--- src/rtl/alu_param_pipe.sv ---
// alu_param_pipe: parametrised ALU core behind a single ready/start/done
// handshake. Single-cycle ops and the multiply/special pipeline share one
// IDLE/RUN/ERR controller.
//   clk, reset_n      : clock, asynchronous active-low reset
//   a, b, op, start   : command; captured on a rising edge with ready=1
//   ready             : controller is idle and will accept a command
//   result            : 2*WIDTH result of the last completed command
//   done, error       : one-cycle completion pulse; error flags a reserved op
module alu_param_pipe #(
    parameter int unsigned WIDTH   = 8,
    parameter int unsigned MUL_LAT = 3,
    parameter int unsigned SHAMT   = 3
) (
    input  logic               clk,
    input  logic               reset_n,
    input  logic [WIDTH-1:0]   a,
    input  logic [WIDTH-1:0]   b,
    input  logic [3:0]         op,
    input  logic               start,
    output logic               ready,
    output logic [2*WIDTH-1:0] result,
    output logic               done,
    output logic               error
);

    localparam int unsigned W2    = 2 * WIDTH;
    localparam int unsigned CNT_W = $clog2(MUL_LAT + 1);
    localparam int unsigned NSTG  = MUL_LAT - 1;

    localparam logic [3:0] OP_NOP0 = 4'h0;
    localparam logic [3:0] OP_ADD  = 4'h1;
    localparam logic [3:0] OP_AND  = 4'h2;
    localparam logic [3:0] OP_XOR  = 4'h3;
    localparam logic [3:0] OP_MUL  = 4'h4;
    localparam logic [3:0] OP_SHL  = 4'h5;
    localparam logic [3:0] OP_SHR  = 4'h6;
    localparam logic [3:0] OP_SP0  = 4'h7;
    localparam logic [3:0] OP_SP1  = 4'h8;
    localparam logic [3:0] OP_SP2  = 4'h9;
    localparam logic [3:0] OP_NOPF = 4'hF;

    typedef enum logic [1:0] {
        S_IDLE = 2'd0,
        S_RUN  = 2'd1,
        S_ERR  = 2'd2
    } state_e;

    state_e             state_q, state_d;
    logic [WIDTH-1:0]   a_q, a_d;
    logic [WIDTH-1:0]   b_q, b_d;
    logic [3:0]         op_q, op_d;
    logic [CNT_W-1:0]   cnt_q, cnt_d;
    logic [W2-1:0]      pipe_q [NSTG];
    logic [W2-1:0]      pipe_d [NSTG];
    logic [W2-1:0]      sp0_q, sp0_d;
    logic [W2-1:0]      result_q, result_d;
    logic               done_q, done_d;
    logic               error_q, error_d;

    logic               is_nop_c;
    logic               is_rsv_c;
    logic [CNT_W-1:0]   load_c;
    logic               accept_c;
    logic               rsv_accept_c;
    logic               finish_c;
    logic [W2-1:0]      alu_c;

    assign ready  = (state_q == S_IDLE);
    assign result = result_q;
    assign done   = done_q;
    assign error  = error_q;

    // Command decode on the live inputs; only meaningful while idle.
    always_comb begin
        is_nop_c = (op == OP_NOP0) || (op == OP_NOPF);
        is_rsv_c = (op >= 4'hA) && (op <= 4'hE);
        case (op)
            OP_MUL, OP_SP1, OP_SP2: load_c = CNT_W'(MUL_LAT - 1);
            OP_SP0:                 load_c = CNT_W'(MUL_LAT);
            default:                load_c = '0;
        endcase
        accept_c     = (state_q == S_IDLE) && start && !is_nop_c && !is_rsv_c;
        rsv_accept_c = (state_q == S_IDLE) && start && is_rsv_c;
        finish_c     = (state_q == S_RUN) && (cnt_q == '0);
    end

    // State register.
    always_ff @(posedge clk or negedge reset_n) begin
        if (!reset_n) begin
            state_q <= S_IDLE;
        end else begin
            state_q <= state_d;
        end
    end

    // Next-state logic; nops leave the controller idle.
    always_comb begin
        state_d = state_q;
        case (state_q)
            S_IDLE: begin
                if (accept_c) begin
                    state_d = S_RUN;
                end else if (rsv_accept_c) begin
                    state_d = S_ERR;
                end
            end
            S_RUN: begin
                if (cnt_q == '0) begin
                    state_d = S_IDLE;
                end
            end
            S_ERR:   state_d = S_IDLE;
            default: state_d = S_IDLE;
        endcase
    end

    // Final result select from captured operands or the pipeline tail.
    always_comb begin
        case (op_q)
            OP_ADD:                 alu_c = W2'(a_q) + W2'(b_q);
            OP_AND:                 alu_c = W2'(a_q & b_q);
            OP_XOR:                 alu_c = W2'(a_q ^ b_q);
            OP_SHL:                 alu_c = W2'(a_q) << SHAMT;
            OP_SHR:                 alu_c = W2'(a_q >> SHAMT);
            OP_MUL, OP_SP1, OP_SP2: alu_c = pipe_q[NSTG-1];
            OP_SP0:                 alu_c = sp0_q;
            default:                alu_c = '0;
        endcase
    end

    // Operand capture, latency counter, pipeline and registered outputs.
    always_comb begin
        a_d      = a_q;
        b_d      = b_q;
        op_d     = op_q;
        cnt_d    = cnt_q;
        result_d = result_q;
        done_d   = 1'b0;
        error_d  = 1'b0;

        if (accept_c) begin
            a_d   = a;
            b_d   = b;
            op_d  = op;
            cnt_d = load_c;
        end else if (rsv_accept_c) begin
            op_d = op;
        end else if ((state_q == S_RUN) && (cnt_q != '0)) begin
            cnt_d = cnt_q - CNT_W'(1);
        end

        if (finish_c) begin
            result_d = alu_c;
            done_d   = 1'b1;
        end else if (state_q == S_ERR) begin
            result_d = '0;
            done_d   = 1'b1;
            error_d  = 1'b1;
        end

        // First stage forms the product-like term; sp0 forms 2*B here and
        // adds A in the extra stage after the tail.
        case (op_q)
            OP_MUL:  pipe_d[0] = W2'(a_q) * W2'(b_q);
            OP_SP1:  pipe_d[0] = W2'(a_q) << 1;
            OP_SP2:  pipe_d[0] = W2'(a_q) + (W2'(a_q) << 1);
            OP_SP0:  pipe_d[0] = W2'(b_q) << 1;
            default: pipe_d[0] = '0;
        endcase
        for (int i = 1; i < int'(NSTG); i++) begin
            pipe_d[i] = pipe_q[i-1];
        end
        sp0_d = pipe_q[NSTG-1] + W2'(a_q);
    end

    always_ff @(posedge clk or negedge reset_n) begin
        if (!reset_n) begin
            a_q      <= '0;
            b_q      <= '0;
            op_q     <= '0;
            cnt_q    <= '0;
            sp0_q    <= '0;
            result_q <= '0;
            done_q   <= 1'b0;
            error_q  <= 1'b0;
            for (int i = 0; i < int'(NSTG); i++) begin
                pipe_q[i] <= '0;
            end
        end else begin
            a_q      <= a_d;
            b_q      <= b_d;
            op_q     <= op_d;
            cnt_q    <= cnt_d;
            sp0_q    <= sp0_d;
            result_q <= result_d;
            done_q   <= done_d;
            error_q  <= error_d;
            for (int i = 0; i < int'(NSTG); i++) begin
                pipe_q[i] <= pipe_d[i];
            end
        end
    end

endmodule
--- config.mk ---
export PLATFORM = sky130hd
export DESIGN_NAME = alu_param_pipe
export DESIGN_NICKNAME = d
export VERILOG_FILES = /design/src/rtl/alu_param_pipe.sv
export SDC_FILE = /design/constraint.sdc
export NUM_CORES = 1
export LEC_CHECK = 0
export BUFFER_PORTS_ARGS = -buffer_cell sky130_fd_sc_hd__buf_4
export CORE_MARGIN = 2
export CORE_UTILIZATION = 44
export CTS_CLUSTER_DIAMETER = 40
export DETAILED_ROUTE_END_ITERATION = 7
export GPL_TIMING_DRIVEN = 0
export SLEW_MARGIN = 10
export SYNTH_ARGS = -nofsm -noshare
export SYNTH_HDL_FRONTEND = slang
export SYNTH_SLANG_ARGS = --single-unit
--- constraint.sdc ---
create_clock -name clk -period 5.6 [get_ports clk]
set_input_delay 0.56 -clock clk [delete_from_list [all_inputs] [get_ports clk]]
set_output_delay 0.56 -clock clk [all_outputs]
set_load 0.005 [all_outputs]
# == After elaboration in Yosys (flattened, before gate mapping) ==
# Cells that the tools add are included.
# word_totals
ff_bits,90
inputBits,23
wordCells,77
# classes
add_sub_neg,4
mul,1
order_cmp,2
n_eq_ne,19
muxes,17
n_bitwise,2
reduce_logical,21
# op_table
operator,count
one-hot mux 16 bit (7 select lines),1
one-hot mux 16 bit (4 select lines),1
two-way mux 16 bit,2
equality test 4 x 3 -> 1 bit (second input constant),6
equality test 4 bit (second input constant),5
adder 16 x 8 -> 16 bit,1
multiplier 8 x 8 -> 16 bit,1
two-way mux 2 bit,6
adder 8 x 9 -> 10 bit,1
adder 8 x 8 -> 9 bit,1
AND 8 bit,1
equality test 4 x 2 -> 1 bit (second input constant),2
two-way mux 4 bit,2
one-hot mux 2 bit (2 select lines),2
nonzero test 2 bit,4
XOR 8 bit,1
logical AND 1 bit,7
OR reduction 3 bit,2
equality test 4 x 1 -> 1 bit (second input constant),1
greater-or-equal comparator 4 bit (second input constant),1
<= comparator 4 bit (second input constant),1
logical NOT 2 bit,2
logical NOT 4 bit,1
AND reduction 2 bit,2
other kinds (9),12

# == Longest topological paths before layout ==
# Gate-level depths: netlist of run 1.
# depth
depth_word,7
ltp_mapped,16

# == Worst setup path before layout of run 1 ==
# No wires, ideal clock.
# synth_path
kind,flip-flop to flip-flop
startpoint,register a_q[2]
endpoint,"register pipe_q, in the netlist pipe_d[15]"
setup_time_ps,79
arrival_ps,4379
t_required_ps,5521
slack_ps,1141
path_stages_with_launch,15
n_path_buf,1
period_less_slack_ps,4459
path_cell_list,dfrtp_1 -> clkbuf_1 -> and2_1 -> fa_1 -> fa_1 -> fa_1 -> inv_1 -> fa_1 -> inv_1 -> ha_1 -> a21o_1 -> a221oi_2 -> a21oi_1 -> or3_1 -> a21oi_1
# synth_rtl
element,line_no,source
"start, declared",49,"logic [WIDTH-1:0] a_q, a_d;"
"start signal, assigned",178,a_q <= '0;
"start signal, assigned",190,a_q <= a_d;
"end signal, assigned by index",199,pipe_q[i] <= pipe_d[i];
"end, declared",53,logic [W2-1:0] pipe_q [NSTG];

==> metrics.sh, run 1 <==
YS_WARN_COUNT=0
CLOCK_TREE.BUFFER_DEPTH=2
TIMING.CRITICAL_PATH.TO_TYPE='register'
BOUNDARYPINS=42
LATEST_CLOCK_ARRIVAL_WITHIN_THE_WORST_SKEW_PAIR_NS=0.36
POST-ROUTE-MIN-PERIOD_NS=5.22
DRC_ERRORS=0
ROUTED_VIA_DENSITY=5.58
FINALCRITPERIODSHARE_PCT=93.2
SYN-MEAN-INSTANCE-AREA_UM2=10.0
TIMING.CRITICAL_PATH.MAX_DELAY_FAMILY='adder cells'
WORST-R2R-CELL-COUNT=14
SYNTH.AREA.MUX_SHARE_PCT=4.81
SYNTH_AREA_UM2=6950
POSTCTSHOLDBUFS=0
SYNTH_FF_TYPE='sky130_fd_sc_hd__dfrtp_1'
OUTCOME='complete, no violations'
GRT_REMAINING_OVERFLOW=0
TIMING.HOLD.WORST.CLASS='in2async'
SYNTH_TOP_FAMILY_BY_AREA='adder cells'
CLOCK_TRANSITION_AT_THE_REGISTER_CLOCK_PINS_ON_THE_WORST_SETUP_AND_HOLD_PATHS_AFTER_CTS_NS=0.07
CORE_AREA_UM2=15300
SYNTH_XOR_XNOR_AREA_SHARE_PCT=3.40
CRITICAL_PATH.SLOWEST_CELL='sky130_fd_sc_hd__clkbuf_1'
CTS_HTREE_LEVELS=3
CRITICALPATHCATEGORY='reg2reg'
NUM_VIAS=5362
FILLERINSTANCES=1448
SETUP-TNS-FINAL_NS=0
CTS_RESIZED=0
DRV_SLEW=0
FIRST_GLOBAL_VIAS=5450
TIMING.FMAX_GHz=0.192
FLOORPLAN.ROWS=45
GP_CONGESTION=0.855
PLACEMENT.IO_BUFFERS=40
FLOORPLAN.DIE_AREA_UM2=16800
DIE_X_UM=130
SYN-NUM-NETS=817
SETUP_SLACK_NS=0.381
ENDPOINT_OF_THE_WORST_REGISTER_TO_REGISTER_PATH='pipe_d[15]$_DFF_PN0_'
DETAILEDROUTE.FIRSTITERATIONVIOLATIONS=464
WORSTPATHBUFFERINVERTERCOUNT=3
CRITICAL_PATH.MOST_COMMON_CELL='sky130_fd_sc_hd__fa_1'
CLOCK-ROOT-BUFFER='sky130_fd_sc_hd__clkbuf_16'
TIMING_HOLD_VIOLATIONS_FINAL=0
TRITONCTS='built'
DRT_FIRST_PASS_ITERS=5
CLKSINKCOUNT=90
CRITICAL-PATH-MAX-STAGE-DELAY_NS=0.59
ROUTED_WL_MM=18.0
GRTUSAGETOTAL_PCT=22.9
CTS_SETUP_BUFFERS=0
SYNTH-SIMPLE-AREA-SHARE_PCT=16.0
NETS=868
FINAL_ANTENNA_NET_COUNT=0
DESIGN_AREA_UM2=7800
R2R_START='a_q[2]$_DFFE_PN0P_'
GRT_SETUP_UNREPAIRED='no'
FLOORPLAN.INITIALDENSITY_PCT=45.4
GRT_PASS1_WL_MM=29.3
ANTENNA_FOUND_INITIAL=0
CRIT_ARRIVAL_NS=5.48
PRE_CTS_SLACK_NS=0.406
SYNTH_CELLS=694
ROUTED_WL_PER_CELL_UM=18.8
SYNTH.LARGEST_AREA_CELL='sky130_fd_sc_hd__dfrtp_1'
WORST_EP_REQUIRED_TIME_NS=5.87
SYNTH_ADDER_AREA_SHARE_PCT=22.2
NUMBER_OF_ENABLE_FLIP_FLOP_CELLS_AFTER_SYNTHESIS=0
GRT_MAX_DEGREE=91
DETAILED_PLACE.AREA_UM2=7510
SYNTH.YOSYS.SEQ_AREA_SHARE_PCT=32.4
MAXCAPVIOLCOUNT=0
SYNTH.FF_LATCH_COUNT=90
SLEW-LIMIT-HEADROOM_PCT=44.5
WORSTMARGINPINSLEW_NS=0.833
MOST_AREA_CONSUMING_CELLS_AFTER_SYNTHESIS='sky130_fd_sc_hd__dfrtp_1 32%, sky130_fd_sc_hd__fa_1 11%, sky130_fd_sc_hd__ha_1 11%'
SKEW_NS=0.0134
AREA_DELTA_SYNTH_FINAL_PCT=12.4
LIST_OF_CELLS_TRAVERSED_BY_THE_CRITICAL_PATH='clkbuf_1, and2_1, fa_1, fa_1, fa_1, inv_1, fa_1, inv_1, ha_1, and3_1, a221oi_2, a21oi_1, or3_1, a21oi_1'
LAYOUT_CELL_SHARE_WITH_DRIVE_STRENGTH_BEYOND_1_PCT=12.1
DIEHEIGHT_UM=130
POST_DP_HPWL_MM=13.6
SYNTH.DISTINCT_CELLS=68
YS_ASYNC_RST_SHARE_PCT=100
TIMING.FINAL.SETUP_VIOLATIONS=0
CP-START-KIND='register'
SYNTH_LARGEST_TYPE_AREA_FRACTION_PCT=32.4
CTS_MADE_BUFFERS=9
RRSETUPSLACK_NS=0.38
WORSTPATHMAXFANOUT=10
NUM_ANTENNA_CELLS=0
SYNTH-COMPOUND-AREA-SHARE_PCT=15.5
==> how the worst max path moves through the flow <==
stage                        from              endpoint  slack (ns)  depth (start not counted)
2_1_floorplan  a_q[2]$_DFFE_PN0P_  pipe_d[15]$_DFF_PN0_        1.14                         14
3_3_place_gp   a_q[3]$_DFFE_PN0P_  pipe_d[15]$_DFF_PN0_        0.43                         14
3_5_place_dp   a_q[3]$_DFFE_PN0P_  pipe_d[15]$_DFF_PN0_        0.41                         14
4_1_cts        a_q[3]$_DFFE_PN0P_  pipe_d[15]$_DFF_PN0_        0.39                         14
5_1_grt        a_q[1]$_DFFE_PN0P_  pipe_d[15]$_DFF_PN0_        0.12                         14
6_report       a_q[2]$_DFFE_PN0P_  pipe_d[15]$_DFF_PN0_        0.38                         14
==> logic make-up after synthesis <==
family	count (synthesis)
xor gates and xnor gates	27
DFF	90
AOI/OAI and AO/OA	153
buffers and inverters	91
and+or+nand+nor	202
muxes	31
adders and majority gates	100
==> worst reg2reg max path, delay by kind of cell (launching register included) <==
family | cells | cell delay, ns
buffers and inverters | 3 | 0.71
adder cells (fa/ha/maj) | 5 | 2.39
AND/OR/NAND/NOR | 3 | 0.86
AO/OA/AOI/OAI | 3 | 0.61
flip-flops | 1 | 0.56
==> state kept, by name, indices dropped and copies added (netlist names) <==
register and count:
b_q 8, pipe_q 16, pipe_d 16, result 16, cnt_q 2, a_q 8, sp0_q 16, error 1
state_q 2, done 1, op_q 4
==> metrics by stage <==
| stage | hold WS [ns] | util, % | instances |
|---|---|---|---|
| 2_1_floorplan | 0.264 | - | 694 |
| 6_report | 0.251 | 51.0 | 961 |
| 5_1_grt | 0.345 | 51.0 | 961 |
| 4_1_cts | 0.350 | 50.9 | 961 |
| 3_5_place_dp | 0.336 | 49.0 | 945 |
| 3_3_place_gp | 0.331 | 49.0 | 945 |
==> synthesized netlist by cell type (8+ instances only) <==
master and number:
sky130_fd_sc_hd__nand2_1 59, sky130_fd_sc_hd__nor3_1 11, sky130_fd_sc_hd__fa_1 39, sky130_fd_sc_hd__dfrtp_1 90
sky130_fd_sc_hd__xnor2_1 20, sky130_fd_sc_hd__a22oi_1 8, sky130_fd_sc_hd__o21ai_0 18, sky130_fd_sc_hd__a21o_1 10
sky130_fd_sc_hd__nor2b_1 8, sky130_fd_sc_hd__nand3_1 11, sky130_fd_sc_hd__clkbuf_1 14, sky130_fd_sc_hd__o211ai_1 8
sky130_fd_sc_hd__and2_1 47, sky130_fd_sc_hd__o21ai_1 15, sky130_fd_sc_hd__o22ai_1 9, sky130_fd_sc_hd__inv_1 62
sky130_fd_sc_hd__nand2b_1 9, sky130_fd_sc_hd__a21oi_1 26, sky130_fd_sc_hd__mux2i_1 12, sky130_fd_sc_hd__nor2_1 25
sky130_fd_sc_hd__ha_1 61, sky130_fd_sc_hd__mux2_2 9, sky130_fd_sc_hd__a211oi_1 9, sky130_fd_sc_hd__mux2_1 10
==> area by class of cell <==
cell class                      count  area (um^2)  share of cell area (%)
Multi-Input combinational cell    513         4300                    55.1
Sequential cell                    90         2250                    28.9
Timing Repair Buffer               40          304                    3.90
Tap cell                          211          264                    3.38
Clock buffer                       11          253                    3.24
Inverter                           62          233                    2.98
Buffer                             29          163                    2.08
Clock inverter                      5         37.5                   0.481
==> cell usage in the layout (no fill, tap or decap), types with 11 or more instances in the layout <==
| master | instances |
|---|---|
| sky130_fd_sc_hd__dfrtp_1 | 90 |
| sky130_fd_sc_hd__inv_1 | 62 |
| sky130_fd_sc_hd__ha_1 | 61 |
| sky130_fd_sc_hd__nand2_1 | 59 |
| sky130_fd_sc_hd__and2_1 | 47 |
| sky130_fd_sc_hd__buf_4 | 43 |
| sky130_fd_sc_hd__fa_1 | 39 |
| sky130_fd_sc_hd__a21oi_1 | 26 |
| sky130_fd_sc_hd__nor2_1 | 25 |
| sky130_fd_sc_hd__xnor2_1 | 20 |
| sky130_fd_sc_hd__o21ai_0 | 18 |
| sky130_fd_sc_hd__o21ai_1 | 15 |
| sky130_fd_sc_hd__clkbuf_1 | 14 |
| sky130_fd_sc_hd__mux2i_1 | 12 |
| sky130_fd_sc_hd__nor3_1 | 11 |
| sky130_fd_sc_hd__nand3_1 | 11 |
==> metal layers <==
metal	share of wire (%)	GRT usage (%)
met3	5.0	2.97
met1	44	31.1
met2	49	38.2
met5	0	0
met4	1.6	7.08
Power of run 1 is left out: the tool's default activity adds up to more than one toggle a clock period on the data nets, which glitch-free logic cannot reach.
==> run 2, diff against run 1 <==
--- a/config.mk
+++ b/config.mk
@@ -7,10 +7,11 @@
 export LEC_CHECK = 0
 export BUFFER_PORTS_ARGS = -buffer_cell sky130_fd_sc_hd__buf_4
 export CORE_MARGIN = 2
-export CORE_UTILIZATION = 44
+export CORE_UTILIZATION = 50
 export CTS_CLUSTER_DIAMETER = 40
 export DETAILED_ROUTE_END_ITERATION = 7
 export GPL_TIMING_DRIVEN = 0
+export PLACE_DENSITY = 0.68
 export SLEW_MARGIN = 10
 export SYNTH_ARGS = -nofsm -noshare
 export SYNTH_HDL_FRONTEND = slang
==> metrics.sh, run 2 (synthesis gave the netlist of run 1 again) <==
AREA_DELTA_SYNTH_FINAL_PCT=12.2
MULTIINPUTGATEAREA_UM2=4300
FIRST_GLOBAL_VIAS=5689
DRV_SLEW=0
DIEHEIGHT_UM=122
GRT_REMAINING_OVERFLOW=0
CLOCK_TREE.BUFFER_DEPTH=2
CRITICAL_PATH.MOST_COMMON_CELL='sky130_fd_sc_hd__fa_1'
TIMING.HOLD.WORST.CLASS='reg2reg'
CLOCK-ROOT-BUFFER='sky130_fd_sc_hd__clkbuf_16'
GP_CONGESTION=0.889
DETAILEDROUTE.FIRSTITERATIONVIOLATIONS=401
POSTCTSHOLDBUFS=0
WORST_EP_REQUIRED_TIME_NS=5.87
FLOORPLAN.ROWS=43
CRIT_ARRIVAL_NS=5.43
LAYOUT.CELLS.MOST_COMMON='sky130_fd_sc_hd__dfrtp_1'
CRITICALPATHCATEGORY='reg2reg'
TIMING.CRITICAL_PATH.TO_TYPE='register'
BOUNDARYPINS=42
LATEST_CLOCK_ARRIVAL_WITHIN_THE_WORST_SKEW_PAIR_NS=0.35
DRT_FIRST_PASS_ITERS=5
DRC_ERRORS=0
DETAILED_PLACE.AREA_UM2=7470
GRT_PASS1_WL_MM=28.8
SETUP-TNS-FINAL_NS=0
PLACEMENT.IO_BUFFERS=40
GLOBAL_ROUTE.USAGE.MET1_PCT=33.4
NUM_VIAS=5425
ROUTED_VIA_DENSITY=5.83
FINAL_CELL_MIX='90 x sky130_fd_sc_hd__dfrtp_1, 62 x sky130_fd_sc_hd__inv_1, 61 x sky130_fd_sc_hd__ha_1'
CP-START-KIND='register'
MAXCAPVIOLCOUNT=0
FLOORPLAN.INITIALDENSITY_PCT=50.6
NETS=868
CTS_SETUP_BUFFERS=0
WORSTPATHBUFFERINVERTERCOUNT=3
TIMING.FMAX_GHz=0.194
LIST_OF_CELLS_TRAVERSED_BY_THE_CRITICAL_PATH='clkbuf_1, and2_1, fa_1, fa_1, fa_1, inv_1, fa_1, inv_1, ha_1, a21o_1, a221oi_2, a21oi_1, or3_1, a21oi_1'
SLEW-LIMIT-HEADROOM_PCT=25.9
POST-ROUTE-MIN-PERIOD_NS=5.16
NUM_ANTENNA_CELLS=0
TRITONCTS='built'
CRITICAL_PATH.SLOWEST_CELL='sky130_fd_sc_hd__clkbuf_1'
OUTCOME='complete, no violations'
GRTUSAGETOTAL_PCT=25.3
WORSTMARGINPINSLEW_NS=1.11
GRT_MAX_DEGREE=91
CORE_AREA_UM2=13700
BUSIEST_LAYER='met2'
LAYOUT_CELL_SHARE_WITH_DRIVE_STRENGTH_BEYOND_1_PCT=12.1
ROUTED_WL_PER_CELL_UM=18.3
CLOCK_TRANSITION_AT_THE_REGISTER_CLOCK_PINS_ON_THE_WORST_SETUP_AND_HOLD_PATHS_AFTER_CTS_NS=0.07
FINAL_ANTENNA_NET_COUNT=0
ANTENNA_FOUND_INITIAL=0
DESIGN_AREA_UM2=7800
FILLERINSTANCES=1233
CTS_MADE_BUFFERS=9
CTS_RESIZED=0
FINALCRITPERIODSHARE_PCT=92.1
TIMING_HOLD_VIOLATIONS_FINAL=0
SKEW_NS=0.00651
GRT_USE_MET2_PCT=41.9
GRTUSAGEMET3_PCT=4.35
FLOORPLAN.DIE_AREA_UM2=14900
SEQUENTIAL_CELL_AREA_UM2=2250
DIE_X_UM=122
POST_DP_HPWL_MM=12.9
ROUTED_WL_MM=17.1
CRITICAL-PATH-MAX-STAGE-DELAY_NS=0.55
TIMING.CRITICAL_PATH.MAX_DELAY_FAMILY='adder cells'
CTS_HTREE_LEVELS=3
GRT_SETUP_UNREPAIRED='no'
TIMING.FINAL.SETUP_VIOLATIONS=0
WORSTPATHMAXFANOUT=10
CLKSINKCOUNT=90
-- run 2: cell types whose count changed in the layout (fill, tap and decap cells not counted) --
cell / delta
sky130_fd_sc_hd__bufinv_16: +2
sky130_fd_sc_hd__buf_6: -1
sky130_fd_sc_hd__clkbuf_8: -2
sky130_fd_sc_hd__buf_4: +1
sky130_fd_sc_hd__inv_6: +1
sky130_fd_sc_hd__clkinvlp_4: -1
-- run 2: metal layers --
| metal | up-vias | wire, um |
|---|---|---|
| li1 | 2533 | - |
| met1 | 2674 | 7570 |
| met2 | 175 | 8130 |
| met3 | 43 | 929 |
| met4 | 0 | 428 |
| met5 | - | 0 |
-- run 2: stage by stage --
stage | utilization (%) | setup slack [ns] | hold slack, ns | std cells
2_1_floorplan | - | 1.14 | 0.264 | 694
3_3_place_gp | 54.5 | 0.534 | 0.335 | 914
3_5_place_dp | 54.5 | 0.479 | 0.335 | 914
4_1_cts | 56.8 | 0.446 | 0.347 | 930
5_1_grt | 56.8 | 0.163 | 0.350 | 930
6_report | 56.8 | 0.441 | 0.344 | 930
-- run 2: final timing paths --
| check | start | endpoint | slack, ns | depth (start not counted) |
|---|---|---|---|---|
| worst min register to register | pipe_d[12]$_DFF_PN0_ | pipe_q[12]$_DFF_PN0_ | 0.34 | 0 |
| min in group asynchronous | reset_n | b_q[1]$_DFFE_PN0P_ | 0.40 | 1 |
| max in group asynchronous | reset_n | pipe_d[9]$_DFF_PN0_ | 4.47 | 1 |
| worst min-delay path | pipe_d[12]$_DFF_PN0_ | pipe_q[12]$_DFF_PN0_ | 0.34 | 0 |
| worst max-delay path | a_q[2]$_DFFE_PN0P_ | pipe_d[15]$_DFF_PN0_ | 0.44 | 14 |
| worst max register to register | a_q[2]$_DFFE_PN0P_ | pipe_d[15]$_DFF_PN0_ | 0.44 | 14 |
-- run 2: cell type report --
class	instances	area share [%]
inverter	62	2.99
timing repair buffer	40	3.85
sequential	90	28.9
clock buffer	9	2.89
multi-input combinational	513	55.1
tap	180	2.89
clock inverter	7	1.27
buffer	29	2.09
Power of run 2 is left out for the same reason.
==> run 3, diff against run 2 <==
--- a/config.mk
+++ b/config.mk
@@ -6,11 +6,13 @@
 export NUM_CORES = 1
 export LEC_CHECK = 0
 export BUFFER_PORTS_ARGS = -buffer_cell sky130_fd_sc_hd__buf_4
+export CAP_MARGIN = 25
 export CORE_MARGIN = 2
 export CORE_UTILIZATION = 50
 export CTS_CLUSTER_DIAMETER = 40
 export DETAILED_ROUTE_END_ITERATION = 7
 export GPL_TIMING_DRIVEN = 0
+export HOLD_SLACK_MARGIN = 0.1
 export PLACE_DENSITY = 0.68
 export SLEW_MARGIN = 10
 export SYNTH_ARGS = -nofsm -noshare
==> constraint.sdc (replaced) <==
create_clock -name clk -period 5.6 [get_ports clk]
set_input_delay 0.28 -clock clk [delete_from_list [all_inputs] [get_ports clk]]
set_output_delay 0.28 -clock clk [all_outputs]
set_load 0.005 [all_outputs]
==> metrics.sh, run 3 (synthesis gave the netlist of run 1 again) <==
TIMING.CRITICAL_PATH.MAX_DELAY_FAMILY='adder cells'
FLOORPLAN.DIE_AREA_UM2=14900
SLEW-LIMIT-HEADROOM_PCT=53.4
CTS_SETUP_BUFFERS=0
BOUNDARYPINS=42
CLOCK_TREE.BUFFER_DEPTH=2
LAYOUT_CELL_SHARE_WITH_DRIVE_STRENGTH_BEYOND_1_PCT=12.2
GRTUSAGETOTAL_PCT=25.2
TIMING.FINAL.SETUP_VIOLATIONS=0
NUM_ANTENNA_CELLS=0
DRV_SLEW=0
FIN_UTIL_PCT=56.9
FIRST_GLOBAL_VIAS=5573
MET3_LENGTH_MM=1.02
ANTENNA_FOUND_INITIAL=0
CRIT_ARRIVAL_NS=5.44
LATEST_CLOCK_ARRIVAL_WITHIN_THE_WORST_SKEW_PAIR_NS=0.36
LIST_OF_CELLS_TRAVERSED_BY_THE_CRITICAL_PATH='clkbuf_1, and2_1, fa_1, fa_1, fa_1, inv_1, fa_1, inv_1, ha_1, a21o_1, a221oi_2, a21oi_1, or3_1, a21oi_1'
AREA_DELTA_SYNTH_FINAL_PCT=12.3
FINISH.CELL_COUNT_WITHOUT_FILLERS=932
M1WIRELENGTH_MM=7.51
PLACEMENT.IO_BUFFERS=40
DR.MAX_LAYER_USED='met4'
CRITICAL_PATH.MOST_COMMON_CELL='sky130_fd_sc_hd__fa_1'
GRT_MAX_DEGREE=51
FLOORPLAN.INITIALDENSITY_PCT=50.6
CP-START-KIND='register'
ROUTED_WL_PER_CELL_UM=18.2
CRITICAL_PATH.SLOWEST_CELL='sky130_fd_sc_hd__clkbuf_1'
DETAILEDROUTE.FIRSTITERATIONVIOLATIONS=460
WORSTPATHBUFFERINVERTERCOUNT=3
HOLDPATHSTAGES=2
GP_CONGESTION=0.889
DIEHEIGHT_UM=122
SETUP-TNS-FINAL_NS=0
TIMING_HOLD_VIOLATIONS_FINAL=0
ROUTED_VIA_DENSITY=5.82
WORST_EP_REQUIRED_TIME_NS=5.87
TIMING.FMAX_GHz=0.193
R2R_START='a_q[6]$_DFFE_PN0P_'
POSTCTSHOLDBUFS=1
WORST-R2R-CELL-COUNT=14
FINAL_ANTENNA_NET_COUNT=0
LAYOUT.CELLS.MOST_COMMON='sky130_fd_sc_hd__dfrtp_1'
TRITONCTS='built'
WORSTPATHMAXFANOUT=10
NETS=870
GRT_REMAINING_OVERFLOW=0
MAXCAPVIOLCOUNT=0
GRT_SETUP_UNREPAIRED='no'
DR_WL_MET2_MM=8.05
CTS_HTREE_LEVELS=3
FLOORPLAN.ROWS=43
DRC_ERRORS=0
TIMING.CRITICAL_PATH.FROM='a_q[6]$_DFFE_PN0P_'
PLACED_CELLS_INCL_TAPS=915
OUTCOME='complete, no violations'
POST_DP_HPWL_MM=13.0
FILLERINSTANCES=1233
CLOCK-ROOT-BUFFER='sky130_fd_sc_hd__clkbuf_16'
DIE_X_UM=122
TIMING.HOLD.WORST.CLASS='in2reg'
ROUTED_WL_MM=17.0
CTS_MADE_BUFFERS=9
FINALCRITPERIODSHARE_PCT=92.3
CORE_AREA_UM2=13700
HP-START='a[3]'
DRT_FIRST_PASS_ITERS=5
TIMING.CRITICAL_PATH.TO_TYPE='register'
POST-ROUTE-MIN-PERIOD_NS=5.17
NUM_VIAS=5426
WORSTMARGINPINSLEW_NS=0.698
PRE_CTS_SLACK_NS=0.488
CLKSINKCOUNT=90
FINAL_CELL_MIX='90 x sky130_fd_sc_hd__dfrtp_1, 62 x sky130_fd_sc_hd__inv_1, 61 x sky130_fd_sc_hd__ha_1'
CRITICAL-PATH-MAX-STAGE-DELAY_NS=0.58
SETUP_SLACK_NS=0.431
CLOCK_TRANSITION_AT_THE_REGISTER_CLOCK_PINS_ON_THE_WORST_SETUP_AND_HOLD_PATHS_AFTER_CTS_NS=0.07
CTS_RESIZED=0
WORST-PATH-STAGES=14
GRT_PASS1_WL_MM=28.6
CRITICALPATHCATEGORY='reg2reg'
SKEW_NS=0.00885
run 3: cell types whose count changed in the layout (fill, tap and decap cells not counted), sizes merged:
cell,before,now
buf,55,56
bufinv,2,1
clkinv,2,1
clkinvlp,1,3
dlygate4sd3,0,1
run 3: per-stage QoR:
| step | area, um^2 | hold WS, ns |
|---|---|---|
| after detailed placement | 7490 | 0.335 |
| after global routing | 7800 | 0.135 |
| after CTS | 7800 | 0.123 |
| after floorplan | 6950 | -0.0156 |
| final | 7800 | 0.128 |
| after global placement | 7470 | 0.335 |
run 3: layout make-up:
class	instances	area (um^2)	area share, %
Multi-Input combinational cell	513	4300	55.1
Sequential cell	90	2250	28.9
Timing Repair Buffer	42	330	4.23
Inverter	62	233	2.98
Clock buffer	9	225	2.89
Tap cell	180	225	2.89
Buffer	29	163	2.08
Clock inverter	7	75.1	0.962
run 3: path summary, 6_finish.rpt:
kind / to / slack (ns)
worst min-delay path: a_q[3]$_DFFE_PN0P_ / 0.13
worst max-delay path: pipe_d[15]$_DFF_PN0_ / 0.43
worst min register to register: pipe_q[11]$_DFF_PN0_ / 0.34
max in group asynchronous: sp0_q[8]$_DFF_PN0_ / 4.45
worst max register to register: pipe_d[15]$_DFF_PN0_ / 0.43
min in group asynchronous: a_q[6]$_DFFE_PN0P_ / 0.49
run 3: worst register-to-register path: cells and delay by family, from the launching register on:
family | cells | cell delay, ns
compound gates | 4 | 0.88
simple gates | 2 | 0.62
flops | 1 | 0.57
buf+inv | 3 | 0.67
fa+ha+maj | 5 | 2.32
run 3: per-layer routing:
layer / track usage (%) / vias up
li1: - / 2539
met1: 33.7 / 2674
met2: 42.0 / 175
met3: 3.37 / 38
met4: 9.20 / 0
met5: 0 / -
Power of run 3 is left out for the same reason.
